[src/rtl/rv32i_types.sv]
// Shared RV32I back-end types: physical register tags and the reservation
// station entry layout used by every issue queue.
package rv32i_types;

  localparam int unsigned PHYS_REG_BITS = 6;
  localparam int unsigned ROB_IDX_BITS  = 4;

  typedef enum logic {
    op_b_imm = 1'b0,
    op_b_reg = 1'b1
  } op_b_sel_t;

  typedef struct packed {
    logic [6:0]               opcode;
    logic [2:0]               funct3;
    logic [6:0]               funct7;
    logic [PHYS_REG_BITS-1:0] phys_rd;
    logic [PHYS_REG_BITS-1:0] phys_rs1;
    logic [PHYS_REG_BITS-1:0] phys_rs2;
    op_b_sel_t                op_b_sel;
    logic [ROB_IDX_BITS-1:0]  rob_idx;
  } reservation_station_entry_t;

endpackage

[src/rtl/muldiv_reservation_station_pkg.sv]
// Constants and helpers shared by the mul/div reservation station files.
package muldiv_reservation_station_pkg;
  import rv32i_types::*;

  // funct3[2] separates DIV/DIVU/REM/REMU from the MUL family.
  localparam int unsigned FUNCT3_DIV_BIT = 2;

  localparam logic [PHYS_REG_BITS-1:0] PHYS_REG_ZERO = '0;

  // Physical register 0 is hard-wired, so a broadcast of tag 0 wakes nobody.
  function automatic logic tag_hit(input logic [PHYS_REG_BITS-1:0] bcast,
                                   input logic [PHYS_REG_BITS-1:0] src);
    return (bcast != PHYS_REG_ZERO) && (bcast == src);
  endfunction

endpackage

[src/rtl/muldiv_rs_select.sv]
// Lowest-index priority encoder; used for both free-slot and ready-slot picks.
module muldiv_rs_select #(
  parameter int unsigned WIDTH = 4
) (
  input  logic [WIDTH-1:0]         req,
  output logic                     found,
  output logic [$clog2(WIDTH)-1:0] idx
);
  localparam int unsigned IdxW = $clog2(WIDTH);

  always_comb begin
    found = 1'b0;
    idx   = '0;
    // Scan downwards so the lowest set bit is the last one written.
    for (int i = WIDTH - 1; i >= 0; i--) begin
      if (req[i]) begin
        found = 1'b1;
        idx   = IdxW'(i);
      end
    end
  end

endmodule

[src/rtl/muldiv_reservation_station.sv]
// Reservation station for the M-extension unit: holds dispatched ops until both
// sources are ready, then hands them one at a time to the shared mul/div unit.
module muldiv_reservation_station
  import rv32i_types::*;
  import muldiv_reservation_station_pkg::*;
#(
  parameter int unsigned DEPTH = 4
) (
  input  logic                       clk,
  input  logic                       rst,
  input  logic                       flush,
  input  logic                       dispatch_valid,
  input  reservation_station_entry_t dispatch_entry,
  input  logic                       dispatch_rs1_ready,
  input  logic                       dispatch_rs2_ready,
  output logic                       rs_full,
  input  logic                       cdb_valid,
  input  logic [PHYS_REG_BITS-1:0]   cdb_phys_rd,
  input  logic                       unit_done,
  output logic                       issue_valid,
  output reservation_station_entry_t issue_entry
);
  localparam int unsigned IdxW = $clog2(DEPTH);

  typedef enum logic {
    StIdle,
    StBusy
  } state_e;

  state_e state_q, state_d;

  logic [DEPTH-1:0]           valid_q;
  logic [DEPTH-1:0]           rs1_rdy_q;
  logic [DEPTH-1:0]           rs2_rdy_q;
  reservation_station_entry_t payload_q [DEPTH];
  reservation_station_entry_t issue_q;
  logic                       first_q;

  logic [DEPTH-1:0] free_req;
  logic [DEPTH-1:0] ready_req;
  logic             free_found;
  logic             ready_found;
  logic [IdxW-1:0]  free_idx;
  logic [IdxW-1:0]  ready_idx;
  logic             do_issue;
  logic             do_dispatch;

  assign free_req  = ~valid_q;
  assign ready_req = valid_q & rs1_rdy_q & rs2_rdy_q;

  muldiv_rs_select #(
    .WIDTH(DEPTH)
  ) u_free_sel (
    .req  (free_req),
    .found(free_found),
    .idx  (free_idx)
  );

  muldiv_rs_select #(
    .WIDTH(DEPTH)
  ) u_ready_sel (
    .req  (ready_req),
    .found(ready_found),
    .idx  (ready_idx)
  );

  // Occupancy before this cycle's issue; a slot freed now is reusable next cycle.
  assign rs_full     = !free_found;
  assign do_issue    = (state_q == StIdle) && ready_found && !flush;
  assign do_dispatch = dispatch_valid && free_found && !flush;

  always_ff @(posedge clk) begin
    if (rst) begin
      state_q <= StIdle;
    end else begin
      state_q <= state_d;
    end
  end

  always_comb begin
    state_d = state_q;
    unique case (state_q)
      StIdle:  if (ready_found) state_d = StBusy;
      StBusy:  if (unit_done) state_d = StIdle;
      default: state_d = StIdle;
    endcase
    if (flush) state_d = StIdle;
  end

  // Divides need only a one-cycle start pulse; multiplies keep valid until done.
  always_comb begin
    issue_valid = 1'b0;
    issue_entry = '0;
    if (state_q == StBusy) begin
      issue_valid = first_q || !issue_q.funct3[FUNCT3_DIV_BIT];
      issue_entry = issue_q;
    end
  end

  always_ff @(posedge clk) begin
    if (rst) begin
      valid_q   <= '0;
      rs1_rdy_q <= '0;
      rs2_rdy_q <= '0;
      issue_q   <= '0;
      first_q   <= 1'b0;
      for (int i = 0; i < DEPTH; i++) begin
        payload_q[i] <= '0;
      end
    end else if (flush) begin
      valid_q <= '0;
      issue_q <= '0;
      first_q <= 1'b0;
    end else begin
      first_q <= do_issue;
      if (cdb_valid) begin
        for (int i = 0; i < DEPTH; i++) begin
          if (valid_q[i] && tag_hit(cdb_phys_rd, payload_q[i].phys_rs1)) rs1_rdy_q[i] <= 1'b1;
          if (valid_q[i] && tag_hit(cdb_phys_rd, payload_q[i].phys_rs2)) rs2_rdy_q[i] <= 1'b1;
        end
      end
      if (do_issue) begin
        valid_q[ready_idx] <= 1'b0;
        issue_q            <= payload_q[ready_idx];
      end
      // Same-cycle broadcast must be folded in here or the wakeup is lost.
      if (do_dispatch) begin
        valid_q[free_idx]   <= 1'b1;
        payload_q[free_idx] <= dispatch_entry;
        rs1_rdy_q[free_idx] <= dispatch_rs1_ready ||
                               (cdb_valid && tag_hit(cdb_phys_rd, dispatch_entry.phys_rs1));
        rs2_rdy_q[free_idx] <= dispatch_rs2_ready ||
                               (cdb_valid && tag_hit(cdb_phys_rd, dispatch_entry.phys_rs2));
      end
    end
  end

endmodule

[config.mk]
export PLATFORM = sky130hd
export DESIGN_NAME = muldiv_reservation_station
export DESIGN_NICKNAME = d
export VERILOG_FILES = /design/src/rtl/rv32i_types.sv /design/src/rtl/muldiv_reservation_station_pkg.sv /design/src/rtl/muldiv_rs_select.sv /design/src/rtl/muldiv_reservation_station.sv
export SDC_FILE = /design/constraint.sdc
export NUM_CORES = 1
export LEC_CHECK = 0
export BUFFER_PORTS_ARGS = -buffer_cell sky130_fd_sc_hd__buf_2
export CAP_MARGIN = 20
export CORE_MARGIN = 4
export CORE_UTILIZATION = 45
export CTS_CLUSTER_DIAMETER = 100
export CTS_CLUSTER_SIZE = 25
export DETAILED_ROUTE_END_ITERATION = 10
export PLACE_DENSITY = 0.73
export SYNTH_ARGS = -nofsm -noshare
export SYNTH_HDL_FRONTEND = slang
export SYNTH_SLANG_ARGS = --single-unit
[constraint.sdc]
create_clock -name clk -period 6.3 [get_ports clk]
set_clock_uncertainty 0.05 [all_clocks]
set_input_delay 0.315 -clock clk [delete_from_list [all_inputs] [get_ports clk]]
set_output_delay 0.315 -clock clk [all_outputs]
set_load 0.05 [all_outputs]
==> impl_metrics.tcl <==
set metrics [dict create \
    die_area_um2 23500 \
    cts_max_path_buffers 3 \
    cts-resized-gates 0 \
    synthArstFlopShare_pct 0 \
    num_vias 6738 \
    yosysUniqueCellTypes 48 \
    area_delta_synth_final_pct 11.5 \
    grt_setup_unrepaired "false" \
    stdcell_count 1184 \
    synth_edf_count 160 \
    period_minus_slack_ps 3030 \
    status "complete, no violations" \
    cts_tree "done" \
    min_period_over_period_pct 48.1 \
    cts-root-buf "clkbuf_16" \
    nFillCells 1818 \
    worstSetupEndpointType "register" \
    grt_pass1_vias 6707 \
    syn_inst 853 \
    cts_sinks 214 \
    antenna_found_initial 1 \
    grt_first_pass_wirelength_um 37800 \
    ant_nets 0 \
    synth-seq-area-share_pct 62.0 \
    ir_worst_vdd_mv 0.144 \
    die_h_um 153 \
    htreeDepth 1 \
    worstRegToRegCells 4 \
    synthFlopType "edfxtp_1" \
    cts-buffers-inserted 12 \
    clk_latency_ps 470 \
    syn-num-nets 907 \
    finalHoldViolCount 0 \
    drt-total-wl_um 23900 \
    setup_viol 0 \
    io_buffers 95 \
    slew_headroom_pct 27.5 \
    io_pins 96 \
    cts.reportedPaths.clkPinSlew_ps 100 \
    synth_area_um2 9490 \
    synth_seq_cells 214 \
    power.density_nw_per_um2 243 \
    cp-start-kind "register" \
    die_x_um 153 \
    wl_per_cell_um 20.2 \
    crit_path_end "payload_q[2][33]" \
    track_usage_pct 20.0 \
    drive_gt1_share_pct 15.2 \
    setup-tns-final_ps 0 \
    grt_remaining_overflow 0 \
    vias_per_cell 5.69 \
    rows 52 \
    finalMaxSlewViolations 0 \
    first_pass_iters 6 \
    n_antenna_cell 0 \
    cts_hold_buf 0 \
    cp_data_required_time_ps 6340 \
    worst_pin_slew_ps 1090 \
    dp.cells 1161 \
    grt_max_degree 47 \
    fin_nets 962 \
    p_leak_uw 0.00434 \
    hpwlAfterDp_um 15000 \
    r2r-start "valid_q[0]" \
    drt-initial-drc-count 700 \
    core_area_um2 20500 \
    cp_max_fo 42 \
    worstPathArrival_ps 3070 \
    worstSetupStartpoint "valid_q[0]" \
    reg2reg_to "payload_q[2][33]" \
    remaining_drc_errors 0 \
    reg2reg_slack_ps 3270 \
    cts_setup_buffers 0 \
    drv_cap 0 \
    fmax_mhz 330 \
    hp-class "in2reg" \
    initial_core_util_pct 46.3 \
    yosys_warnings 0 \
    synth_area_per_cell_um2 11.1 \
    crit_type "reg2reg" \
    gp_congestion 0.848 \
]
## flip-flops by register name, summed over array words and instances, names as in the netlist
| register | flops |
|---|---|
| payload_q | 160 |
| rs1_rdy_q | 4 |
| first_q | 1 |
| rs2_rdy_q | 4 |
| state_q | 1 |
| issue_q | 40 |
| valid_q | 4 |
## synth_stat cells (all sizes together) (2+ instances only)
library cell,instances,area [um^2]
edfxtp,160,4800
nor2,90,338
a21oi,77,385
dfxtp,54,1080
clkbuf,50,188
inv,48,180
nand2,46,173
and2,41,257
and3,41,257
o21ai,41,205
a222oi,36,360
xnor2,31,272
xor2,29,254
buf,16,86.3
nand3,15,85.1
nor3,14,91.3
nand4,11,68.8
nor4,8,50.1
nor2b,7,43.8
o211ai,4,30.0
a22oi,3,22.5
a2bb2oi,3,26.3
nand2b,3,18.8
or2,3,21.3
a221oi,2,17.5
a311oi,2,17.5
a32oi,2,17.5
a41oi,2,17.5
and3b,2,17.5
## report_power, final
group          total (uW)  internal, uW  switching, uW
clock network         836           390            446
logic                 147          48.5           98.1
registers            1580          1560           21.5
total                2570          2000            566
## worst max-delay path, cell delays in order (launching register included)
cell and delay, ps:
dfxtp_1 440, inv_2 80, or2_4 280, or3b_2 850, nand2b_2 920
## layer usage
metal / up-vias / wire length [um] / part of all wire (%) / global-route usage, %
met1: 3280 / 10200 / 43 / 27.4
met2: 237 / 11600 / 48 / 33.7
met3: 30 / 1620 / 6.8 / 3.08
met5: - / 13 / 0.054 / 0
li1: 3189 / - / - / -
met4: 2 / 471 / 2.0 / 4.84
## metrics by stage
stage / hold slack, ps / cell area, um^2 / utilization [%] / total power, uW / worst slack [ps]
2_1_floorplan: 386 / 9490 / - / 1690 / 3700
3_3_place_gp: 411 / 10100 / 49.5 / 1750 / 3040
3_5_place_dp: 410 / 10100 / 49.5 / 1760 / 3000
4_1_cts: 85.3 / 10500 / 51.3 / 2570 / 3240
5_1_grt: 90.5 / 10600 / 51.6 / 2640 / 3110
6_report: 88.3 / 10600 / 51.6 / 2570 / 3270
## area by class of cell
| cell class | count | area, um^2 | area share [%] |
|---|---|---|---|
| clock buffers | 19 | 348 | 3.29 |
| multi-input cells | 525 | 3200 | 30.3 |
| well taps | 270 | 338 | 3.19 |
| inverters | 48 | 180 | 1.70 |
| repair buffers | 107 | 606 | 5.73 |
| clock inverters | 1 | 16.3 | 0.154 |
| flip-flops and latches | 214 | 5890 | 55.7 |
## cell usage in the layout (no fill, tap or decap), drive strengths merged, types with 2 or more instances in the layout
master / instances
nand4: 11
a311oi: 2
a222oi: 36
xor2: 29
o211ai: 4
dfxtp: 54
nand2: 46
or2: 3
buf: 107
inv: 47
xnor2: 31
a2bb2oi: 3
nand2b: 3
clkinv: 2
nor2: 90
nor4: 8
nor3: 14
o21ai: 41
and2: 41
nor2b: 7
nand3: 15
edfxtp: 160
clkbuf: 19
a41oi: 2
and3b: 2
and3: 41
a22oi: 3
a21oi: 77
a32oi: 2
a221oi: 2
## worst min-delay path by stage
stage                             startpoint               end  slack, ps  cells past startpoint
after CTS                 dispatch_entry[17]  payload_q[3][17]         90                      3
after detailed placement        rs1_rdy_q[0]      rs1_rdy_q[0]        410                      2
after global routing      dispatch_rs2_ready      rs2_rdy_q[3]         90                      3
after floorplan                 rs1_rdy_q[0]      rs1_rdy_q[0]        390                      2
final                     dispatch_rs2_ready      rs2_rdy_q[3]         90                      3
after global placement          rs1_rdy_q[0]      rs1_rdy_q[0]        410                      2
## logic make-up after synthesis
logic type      synth area share (%)
xor+xnor                        5.54
mux                            0.158
simple gates                    15.2
buf+inv                         4.79
flops                           62.0
compound gates                  12.3
(Power assumes the default switching activity.)
